[src/rtl/pp_loop_pkg.sv]
// pp_loop_pkg: shared FSM state encoding and inflight-width helper for the loop monitor
package pp_loop_pkg;
  typedef enum logic [1:0] {IDLE, RUN, DRAIN, DONE} state_t;
  function automatic int if_w(input int m);
    return $clog2(m + 1);
  endfunction
endpackage

[src/rtl/pp_loop_state_match.sv]
// pp_loop_state_match: hit=1 when state equals any valid packed entry of states (entry i at [i*FSM_WIDTH +: FSM_WIDTH])
module pp_loop_state_match #(
  parameter int FSM_WIDTH = 2,
  parameter int NUM_POST = 8
) (
  input  logic [FSM_WIDTH-1:0]          state,
  input  logic [NUM_POST-1:0]           valid,
  input  logic [NUM_POST*FSM_WIDTH-1:0] states,
  output logic                          hit
);
  always_comb begin
    hit = 1'b0;
    for (int i = 0; i < NUM_POST; i++)
      hit = hit | (valid[i] && state == states[i*FSM_WIDTH +: FSM_WIDTH]);
  end
endmodule

[src/rtl/pp_loop_monitor.sv]
// pp_loop_monitor: tracks pipelined loop iterations of an observed FSM (counts, inflight, high-water mark, post-state hits, done pulse, sticky errors)
module pp_loop_monitor
  import pp_loop_pkg::*;
#(
  parameter int FSM_WIDTH = 2,
  parameter int NUM_POST = 8,
  parameter int CNT_WIDTH = 32,
  parameter int MAX_INFLIGHT = 16,
  localparam int IF_W = if_w(MAX_INFLIGHT)
) (
  input  logic                          clock,
  input  logic                          reset,
  input  logic [FSM_WIDTH-1:0]          cur_state,
  input  logic [NUM_POST-1:0]           post_states_valid,
  input  logic [NUM_POST*FSM_WIDTH-1:0] post_loop_state,
  input  logic [FSM_WIDTH-1:0]          loop_quit_state,
  input  logic [FSM_WIDTH-1:0]          iter_start_state,
  input  logic [FSM_WIDTH-1:0]          iter_end_state,
  input  logic                          iter_start_enable,
  input  logic                          iter_start_block,
  input  logic                          iter_end_enable,
  input  logic                          iter_end_block,
  input  logic                          quit_at_end,
  input  logic                          finish,
  output logic                          busy,
  output logic [CNT_WIDTH-1:0]          start_cnt,
  output logic [CNT_WIDTH-1:0]          end_cnt,
  output logic [IF_W-1:0]               inflight,
  output logic [IF_W-1:0]               max_inflight,
  output logic                          post_hit,
  output logic                          done,
  output logic                          err_overflow,
  output logic                          err_underflow,
  output logic                          err_incomplete
);
  state_t state, state_n;
  logic start_ev, end_ev, quit_ev, st, en, ovf, unf, active, hit;
  logic [IF_W-1:0] inflight_n;
  pp_loop_state_match #(.FSM_WIDTH(FSM_WIDTH), .NUM_POST(NUM_POST)) u_match (
    .state(cur_state),
    .valid(post_states_valid),
    .states(post_loop_state),
    .hit(hit)
  );
  always_comb begin
    start_ev = cur_state == iter_start_state && iter_start_enable && !iter_start_block;
    end_ev = cur_state == iter_end_state && iter_end_enable && !iter_end_block;
    quit_ev = cur_state == loop_quit_state;
    active = state == RUN || state == DRAIN;
    st = start_ev && (state == IDLE || state == RUN);
    en = end_ev && active;
    ovf = st && !en && inflight == IF_W'(MAX_INFLIGHT);
    unf = en && !st && inflight == '0;
    inflight_n = (ovf || unf || st == en) ? inflight : st ? inflight + 1'b1 : inflight - 1'b1;
    state_n = IDLE;
    case (state)
      IDLE:  state_n = start_ev ? RUN : IDLE;
      RUN:   state_n = finish ? DONE : !quit_ev ? RUN : (quit_at_end && inflight_n != '0) ? DRAIN : DONE;
      DRAIN: state_n = (finish || inflight_n == '0) ? DONE : DRAIN;
      default: state_n = IDLE;
    endcase
    busy = active;
    done = state == DONE;
  end
  always_ff @(posedge clock) begin
    if (reset) begin
      state <= IDLE;
      inflight <= '0;
      max_inflight <= '0;
      start_cnt <= '0;
      end_cnt <= '0;
      post_hit <= 1'b0;
      err_overflow <= 1'b0;
      err_underflow <= 1'b0;
      err_incomplete <= 1'b0;
    end else begin
      state <= state_n;
      inflight <= inflight_n;
      if (inflight_n > max_inflight) max_inflight <= inflight_n;
      start_cnt <= start_cnt + CNT_WIDTH'(st);
      end_cnt <= end_cnt + CNT_WIDTH'(en);
      post_hit <= hit;
      err_overflow <= err_overflow | ovf;
      err_underflow <= err_underflow | unf;
      err_incomplete <= err_incomplete | (finish && active && inflight != '0);
    end
  end
endmodule

[config.mk]
export PLATFORM = sky130hd
export DESIGN_NAME = pp_loop_monitor
export DESIGN_NICKNAME = d
export VERILOG_FILES = /design/src/rtl/pp_loop_pkg.sv /design/src/rtl/pp_loop_state_match.sv /design/src/rtl/pp_loop_monitor.sv
export SDC_FILE = /design/constraint.sdc
export NUM_CORES = 1
export LEC_CHECK = 0
export CORE_AREA = 2 2 184 96
export DETAILED_ROUTE_END_ITERATION = 7
export DIE_AREA = 0 0 186 98
export GPL_TIMING_DRIVEN = 0
export PLACE_DENSITY = 0.44
export SYNTH_ARGS = -nofsm -noshare
export SYNTH_HDL_FRONTEND = slang
export SYNTH_HIERARCHICAL = 1
export SYNTH_SLANG_ARGS = --single-unit
[constraint.sdc]
create_clock -name clock -period 5.8 [get_ports clock]
set_clock_uncertainty 0.1 [all_clocks]
set_input_delay 1.16 -clock clock [delete_from_list [all_inputs] [get_ports clock]]
set_output_delay 1.16 -clock clock [all_outputs]
set_load 0.03 [all_outputs]
---- Yosys cells after proc, flatten, opt, wreduce, memory -nomap -nowiden ----
Index checks and enable logic that the tools add are counted.
word-level totals
  bits of input ports ..................... 40
  latch bits .............................. 0
  RAM bits ................................ 0
  memories ................................ 0
  word-level logic and storage cells ...... 83
  bits in registers ....................... 80
  output and inout bits ................... 80
  memory bits (read-only) ................. 0
operators by class
  divide/modulo/power cells ............... 0
  shift operators ......................... 0
  $lt $le $gt $ge ......................... 1
  multiply operators ...................... 0
  muxes and demuxes ....................... 8
  reduce and logical (&&, ||, !) cells .... 35
  equal/unequal tests ..................... 16
  bitwise gates (word level) .............. 10
  $add $sub $neg .......................... 4
operator list
  operator               count
  $add A32 B1 Y32        2
  $eq A2 B2 Y1           11
  $logic_and A1 B1 Y1    21
  $logic_not A5 Y1       2
  $mux W5                2
  $or A1 B1 Y1           10
  $reduce_bool A5 Y1     2
  $pmux W2 S3            1
  $add A5 B1 Y5 const B  1
  $eq A5 B5 Y1 const B   1
  $gt A5 B5 Y1           1
  $logic_or A1 B1 Y1     5
  $sub A5 B1 Y5 const B  1
  $eq A2 B2 Y1 const B   2
  $logic_not A1 Y1       4
  $mux W2                2
  $mux W1                3
  $eq A2 B1 Y1 const B   1
  $logic_not A2 Y1       1
  $eq A1 B1 Y1           1

---- Depth between registers and ports, before layout ----
  depth in word-level cells ............... 16
  mapped depth ............................ 17
  gate-level depth less buffers ........... 17

---- Cells and area by module ----
Netlist, hierarchy kept.
modules (own cells, without submodules)
  module               sequential area each (um^2)  cells an instance  area each (um^2)  times used
  pp_loop_monitor      1601.5                       431                3832.4            1
  pp_loop_state_match  0.0                          27                 219.0             1

---- Least setup slack after synthesis ----
OpenSTA, ideal clock, no wires.
  path type ............................... input to register
  from .................................... in iter_start_state[1]
  to ...................................... reg max_inflight[1]
  data required time ...................... 5.572 ns
  library setup time ...................... 0.128 ns
  stages .................................. 14
  arrival ................................. 4.085 ns
  setup slack ............................. 1.487 ns
  path buffers ............................ 0
  path through ............................ xor2_1 > nor4_4 > inv_1 > ha_1 > mux2_2 > a21o_1 > or3_1 > nand2_1 > ha_1 > nand2_1 > o22ai_1 > a21oi_1 > mux2i_1 > nor2_1
between the ends
  cells in the longest elaborated chain, start to end .. 11
  elaborated cells between the ends (all ways) .. 15
  classes of those cells .................. order compare: 1; eq/ne: 2; mux: 2; reduce/logical: 10
ends and longest elaborated chain
  item                                 RTL line               source
  start, declared                      pp_loop_monitor.sv:17  input logic [FSM_WIDTH-1:0] iter_start_state,
  $eq A2 B2 Y1 *                       pp_loop_monitor.sv:46  start_ev = cur_state == iter_start_state && iter_start_enable && !iter_start_block;
  $logic_and A1 B1 Y1 * (2 in series)  pp_loop_monitor.sv:46
  $logic_and A1 B1 Y1 *                pp_loop_monitor.sv:50  st = start_ev && (state == IDLE || state == RUN);
  $logic_not A1 Y1                     pp_loop_monitor.sv:53  unf = en && !st && inflight == '0;
  $logic_and A1 B1 Y1 (2 in series)    pp_loop_monitor.sv:53
  $logic_or A1 B1 Y1 (2 in series)     pp_loop_monitor.sv:54  inflight_n = (ovf || unf || st == en) ? inflight : st ? inflight + 1'b1 : inflight - 1'b1;
  $mux W5 *                            pp_loop_monitor.sv:54
  via inflight_n[4]                    pp_loop_monitor.sv:38  logic [IF_W-1:0] inflight_n;
  $gt A5 B5 Y1 *                       pp_loop_monitor.sv:79  if (inflight_n > max_inflight) max_inflight <= inflight_n;
  end signal, assigned                 pp_loop_monitor.sv:79
  end, declared                        pp_loop_monitor.sv:29  output logic [IF_W-1:0] max_inflight,
The timed path passes the listed nets; every way through them passes the cells marked *.
A chain may end at the register's enable or synchronous reset.

---- Worst setup path in the final report ----
  from .................................... in cur_state[1]
  to ...................................... reg max_inflight[3]
between the ends
  cells in the longest elaborated chain, start to end .. 11
  elaborated cells between the ends (all ways) .. 20
  classes of those cells .................. order compare: 1; eq/ne: 3; mux: 2; reduce/logical: 14
ends and longest elaborated chain
  item                                                         RTL line                                      source
  start, declared                                              pp_loop_monitor.sv:13                         input logic [FSM_WIDTH-1:0] cur_state,
  $eq A2 B2 Y1, on equally long branches                       pp_loop_monitor.sv:47, pp_loop_monitor.sv:46
  $logic_and A1 B1 Y1, on equally long branches (2 in series)  pp_loop_monitor.sv:47, pp_loop_monitor.sv:46
  $logic_and A1 B1 Y1, on equally long branches                pp_loop_monitor.sv:51, pp_loop_monitor.sv:50
  $logic_not A1 Y1, on equally long branches                   pp_loop_monitor.sv:52, pp_loop_monitor.sv:53
  $logic_and A1 B1 Y1, on equally long branches (2 in series)  pp_loop_monitor.sv:52, pp_loop_monitor.sv:53
  $logic_or A1 B1 Y1 (2 in series)                             pp_loop_monitor.sv:54
  $mux W5 *                                                    pp_loop_monitor.sv:54
  via inflight_n[4]                                            pp_loop_monitor.sv:38
  $gt A5 B5 Y1 *                                               pp_loop_monitor.sv:79
Marked as above.

==> results.json <==
{
  "post_cts_buffers": 0,
  "nFillCells": 1715,
  "ys.flop_type": "dfxtp_1",
  "first_iter_violations": 136,
  "worstPathRequired_ns": 5.90,
  "cp.arrival_ns": 5.13,
  "post-route-util": 0.349,
  "rsz0062_at_grt": "false",
  "min_period_ns": 5.03,
  "cpPeakStageDelay_ns": 0.60,
  "multi_input_area_um2": 2330,
  "path_cells": "clkdlybuf4s50_1 -> xor2_1 -> nor4_4 -> inv_1 -> ha_1 -> mux2_2 -> a21o_1 -> or3_1 -> nand2_1 -> ha_1 -> nand2_1 -> o22ai_1 -> a21oi_1 -> mux2i_1 -> nor2_1",
  "clockBufferDepth": 2,
  "overflow": 0,
  "p_leak_nw": 2.13,
  "wl_per_cell_um": 14.0,
  "drive_above_1_share": 0.0557,
  "initial_utilization": 0.241,
  "root_buffer": "clkbuf_16",
  "seq_area_um2": 1600,
  "cts_resized": 0,
  "numClockSinks": 80,
  "clkLatencyLatePin_ns": 0.33,
  "clkPwrFrac": 0.407,
  "nets": 647,
  "drtPass1Iterations": 5,
  "max-cap-violations": 0,
  "p_total_w": 0.00158,
  "setup_viol": 0,
  "grt_use_total": 0.132,
  "htree_levels": 3,
  "worstMarginPinSlew_ns": 0.692,
  "p_sw_frac": 0.281,
  "cts_buffers": 9,
  "fp.dieW_um": 186,
  "io-pin-count": 120,
  "dpl.cell_count": 810,
  "antenna_found_initial": 0,
  "synthesis.nets": 518,
  "synth_area_um2": 4050,
  "syn_to_final_growth_pct": 44.8,
  "tritoncts": "yes",
  "synthCells": 458,
  "status": "completed",
  "finalMaxSlewViolations": 0,
  "path_clk_slew_ns": 0.07,
  "period_share": 0.868,
  "synth.avg_cell_area_um2": 8.85,
  "relSlewSlack": 0.535,
  "routabilityCongestion": 0.766,
  "grt_max_degree": 14,
  "pwr-share-comb": 0.221,
  "drt-vias-per-instance": 4.24,
  "synthArstFlopShare": 0,
  "grt_pass1_vias": 3518,
  "vias": 3506,
  "diodes": 0,
  "path_class": "input port to flip-flop",
  "vdd_drop_max_uv": 212,
  "fin_cells": 826,
  "die_area_um2": 18200,
  "seq_area_frac_synth": 0.395,
  "synth_edf_count": 0,
  "hold_viol": 0,
  "p_per_area_nw_per_um2": 270,
  "power_switching_w": 0.000445,
  "die_y_um": 98,
  "hold_path_class": "flip-flop to flip-flop",
  "hold_slack_ns": 0.385,
  "port_buffers": 118,
  "fp-row-count": 34,
  "critPathLaunchType": "input port",
  "worstPathMaxFanout": 7,
  "postCtsHoldBufs": 0,
  "cell_internal_pwr_w": 0.00114,
  "remaining_drc_errors": 0,
  "tns_ns": 0,
  "ant_nets": 0,
  "yosys_warnings": 6,
  "hpwlAfterDp_um": 9120,
  "fmax_mhz": 199,
  "ys_types": 43,
  "ys_ff_latch": 80,
  "critical_path.slowest_cell": "clkdlybuf4s50_1",
  "routed_wl_um": 11600,
  "seqPwrFrac": 0.372,
  "grt_first_pass_wirelength_um": 18600,
  "end_kind": "flip-flop",
  "coreArea_um2": 16800
}
[flip-flops by register name, indices dropped and copies added (netlist names)]
name and flops:
post_hit 1, start_cnt 32, max_inflight 5, err_incomplete 1
end_cnt 32, state 2, err_underflow 1, err_overflow 1
inflight 5
[area by class of cell]
| type | instances | share of cell area |
|---|---|---|
| Timing Repair Buffer | 118 | 0.201 |
| Buffer | 11 | 0.00960 |
| Inverter | 17 | 0.0109 |
| Clock inverter | 4 | 0.0128 |
| Sequential cell | 80 | 0.273 |
| Multi-Input combinational cell | 350 | 0.397 |
| Clock buffer | 12 | 0.0454 |
| Tap cell | 234 | 0.0499 |
[cell families (layout without fill, tap and decap cells)]
group / after synthesis / count (layout) / synth area share
buffers and inverters: 28 / 162 / 0.0296
AND/OR/NAND/NOR: 202 / 202 / 0.267
XOR/XNOR: 76 / 76 / 0.164
flip-flops: 80 / 80 / 0.395
multiplexers: 4 / 4 / 0.0102
adder cells (fa/ha/maj): 20 / 20 / 0.0636
AO/OA/AOI/OAI: 48 / 48 / 0.0701
[cell usage in the layout (no fill, tap or decap), drive strengths merged, types with 2 or more instances in the layout]
cell / n
a21o: 2
a21oi: 15
a31oi: 5
a32oi: 4
and2: 3
and3: 10
and4: 4
buf: 3
bufinv: 2
clkbuf: 20
clkdlybuf4s50: 118
clkinvlp: 2
dfxtp: 80
ha: 19
inv: 17
mux2i: 3
nand2: 31
nand2b: 2
nand3: 29
nand4: 10
nor2: 74
nor2b: 11
nor3: 6
nor3b: 2
nor4: 8
o21a: 2
o21ai: 15
or3: 9
xnor2: 27
xor2: 49
[worst max-delay path: cells and delay by family]
kind / cells / cell delay, ns
XOR/XNOR: 1 / 0.16
multiplexers: 2 / 0.53
AND/OR/NAND/NOR: 5 / 1.15
buffers and inverters: 2 / 0.81
adder cells (fa/ha/maj): 2 / 0.52
AO/OA/AOI/OAI: 3 / 0.79
[cells in the mapped netlist, types with 2 or more instances]
cell      instances  share of area
dfxtp_1          80           0.40
nor2_1           74          0.069
xor2_1           49           0.11
nand2_1          31          0.029
nand3_1          27          0.033
xnor2_1          27          0.058
ha_1             19          0.059
inv_1            17          0.016
a21oi_1          15          0.019
o21ai_0          15          0.019
nor2b_1          11          0.017
and3_1           10          0.015
or3_1             9          0.014
clkbuf_1          8         0.0074
nand4_1           7          0.011
a31oi_1           5         0.0077
nor3_1            5         0.0062
a32oi_1           4         0.0086
and4_1            4         0.0086
nor4_2            4          0.012
and2_1            3         0.0046
mux2i_1           3         0.0074
nand4_2           3         0.0093
nor4_4            3          0.016
a21o_1            2         0.0037
buf_6             2         0.0056
nand2b_1          2         0.0031
nand3_2           2         0.0049
nor3b_1           2         0.0037
o21a_1            2         0.0037
[final timing paths]
kind / start / to / slack [ns] / cells after the start
worst max-delay path: cur_state[1] / max_inflight[3] / 0.77 / 15
worst min-delay path: err_incomplete / err_incomplete / 0.39 / 2
worst max register to register: state[1] / max_inflight[3] / 1.60 / 16
worst min register to register: err_incomplete / err_incomplete / 0.39 / 2
[layer usage]
metal | wire length [um] | track usage | vias up
li1 | - | - | 1817
met3 | 626 | 0.0433 | 7
met1 | 6530 | 0.200 | 1615
met5 | 0 | 0 | -
met2 | 4370 | 0.179 | 67
met4 | 48 | 0.0236 | 0
[through the flow]
stage | instance area [um2] | setup WS (ns)
3_5_place_dp | 5530 | 0.384
4_1_cts | 5870 | 0.734
2_1_floorplan | 4050 | 1.49
6_report | 5870 | 0.768
5_1_grt | 5870 | 0.400
3_3_place_gp | 5530 | 0.447
[power by group through the flow]
stage	registers [W]	logic (W)	clock network [W]
after CTS	0.000589	0.000354	0.000665
after global placement	0.000601	0.000343	0
after global routing	0.000592	0.000387	0.000692
final	0.000589	0.000350	0.000645
after detailed placement	0.000601	0.000352	0
after floorplan	0.000627	0.000204	0
(Power assumes the default switching activity.)
==> RTL edit, RTL diff (same flow settings) <==
Make the reset (`reset`) asynchronous in one clocked block.
--- a/src/rtl/pp_loop_monitor.sv
+++ b/src/rtl/pp_loop_monitor.sv
@@ -64,3 +64,3 @@
   end
-  always_ff @(posedge clock) begin
+  always_ff @(posedge clock or posedge reset) begin
     if (reset) begin
Behaviour: differs if reset is asserted again (counterexample within 4 cycles, from zero or initial values and one cycle with reset high); with reset held inactive, the same outputs for 10 cycles.
==> RTL edit against the unedited design <==
- setup slack worse by 0.097 ns
- non-clock buffer count decreased by 4
- total power grew 26%
- synthesized area decreased by 1.4%
- wire length is 9.7% lower
- cell area shrank 0.83%
- sequential cell count is the same
- first-iteration DRC count is 31% lower
- largest cell class is now registers
- highest routed layer unchanged
==> RTL edit: results (changes against the unedited design) <==
metric,value,unit,change
NonClk Buf Share,0.2157,,was 0.2109
CTS resizes,0,,unchanged
Worst Path Arrival,5.25,ns,was 5.13 ns
asr flop ratio synth,1.000,,was 0
sequential area share after synthesis,0.5011,,was 0.3953
share of post-route cells with drive strength above 1,0.06200,,was 0.05574
initial drt markers,94,,was 136
Synth Flop Type,dfrtp_1,,was dfxtp_1
worst skew pair latency,0.33,ns,about the same
Yosys Warn Count,6,,unchanged
Inst Count DP,720,,was 810
Worst Max-Slew Pin Slew,0.6176,ns,was 0.6917 ns
Cells after Synth,366,,was 458
HP Class,flip-flop to flip-flop,,unchanged
critical path peak fanout,7,,unchanged
vias in the first global route,3102,,was 3518
Post-Syn Nets,426,,was 518
multi-input logic portion of the cell area,0.3260,,was 0.3971
Final nets,557,,was 647
TritonCTS Sinks,80,,unchanged
LEAKAGE,2.484,nW,was 2.130 nW
number of antenna diodes,0,,unchanged
Unique masters post-synth,38,,was 43
routed wire length per instance,14.24,um,was 14.01 um
Buffers excl. clock,125,,was 129
core area,16800,um2,unchanged
clk root buf,clkbuf_16,,unchanged
Detail Placement HPWL,8123,um,was 9123 um
Post-synth top cells,"dfrtp_1, xnor2_1, nand2_1, xor2_1, nand3_1",,"was dfxtp_1, nor2_1, xor2_1, nand2_1"
clkbuf count,10,,was 12
Multi-In Gates,265,,was 350
TritonCTS Buffers,9,,unchanged
clk cell area share,0.05312,,was 0.05822
antenna violations before repair,0,,unchanged
routability cong.,0.7280,,was 0.7660
Layout fillers,1678,,was 1715
register area,2002,um2,was 1602 um2
First-pass DRT Iterations,4,,was 5
Total GRT Usage,0.1195,,was 0.1317
Post-DP Area,5509,um2,was 5525 um2
clock slew at reported path FFs,0.06,ns,
leading post-synthesis cells by cell area,"dfrtp_1, xnor2_1, ha_1",,"was dfxtp_1, xor2_1, nor2_1"
clk buf depth,2,,unchanged
post-CTS setup buffers,0,,unchanged
via/cell ratio,4.132,,was 4.245
status,completed,,unchanged
VDD IR-drop max,0.2389,mV,was 0.2121 mV
inverter count,16,,was 17
largest net degree at the start of global routing,52,,was 14
post-place setup slack,0.2967,ns,was 0.3835 ns
sequential share of cell area,0.3441,,was 0.2730
I/O Buffers,119,,was 118
largest registers,"end_cnt (32), start_cnt (32)",,unchanged
"non-filler cells, final",734,,was 826
wire length of the first global-routing pass,16840,um,was 18550 um
# H-tree levels,3,,unchanged
RTL edit: cell types whose count changed after synthesis, sizes merged, moves of 8 or more:
cell,delta
xnor2,+35
a21oi,-8
nor2,-56
nor2b,-8
dfxtp,-80
or3,-9
xor2,-24
dfrtp,+80
RTL edit: report_power, final:
group          leakage (nW)  internal, mW  switching [mW]
clock network         0.154         0.382           0.217
registers              1.08         0.625          0.0740
logic                  1.25         0.308           0.383
RTL edit: worst paths after layout:
path | startpoint | end | slack [ns] | cells past startpoint
setup / recovery | cur_state[1] | max_inflight[2] | 0.67 | 16
hold / removal | end_cnt[31] | end_cnt[31] | 0.37 | 1
setup reg to reg | state[1] | max_inflight[2] | 1.59 | 15
hold reg to reg | end_cnt[31] | end_cnt[31] | 0.37 | 1
max in group asynchronous | reset | end_cnt[4] | 3.93 | 3
min in group asynchronous | reset | start_cnt[12] | 1.08 | 2
RTL edit: worst max-delay path, stage by stage:
cell,delay [ns]
clkdlybuf4s50_1,0.62
xor2_1,0.18
nor3_1,0.11
o21ai_1,0.26
inv_1,0.21
fa_1,0.43
nand2b_1,0.16
a21oi_1,0.17
xnor2_1,0.14
nand2_1,0.09
xnor2_1,0.38
ha_1,0.33
nand2_1,0.07
o22ai_1,0.06
a21oi_1,0.46
mux2_2,0.40
RTL edit: cells by family after synthesis:
group,Yosys count,synth area share
AND/OR/NAND/NOR,125,0.1616
multiplexers,4,0.01096
AO/OA/AOI/OAI,29,0.04698
adder cells (fa/ha/maj),20,0.06452
XOR/XNOR,87,0.1907
buffers and inverters,21,0.02411
flip-flops,80,0.5011
RTL edit: metal layers:
metal	track usage	share of wire
met4	0.02544	0.0076
met1	0.1850	0.54
met3	0.03842	0.048
met2	0.1584	0.40
met5	0	0
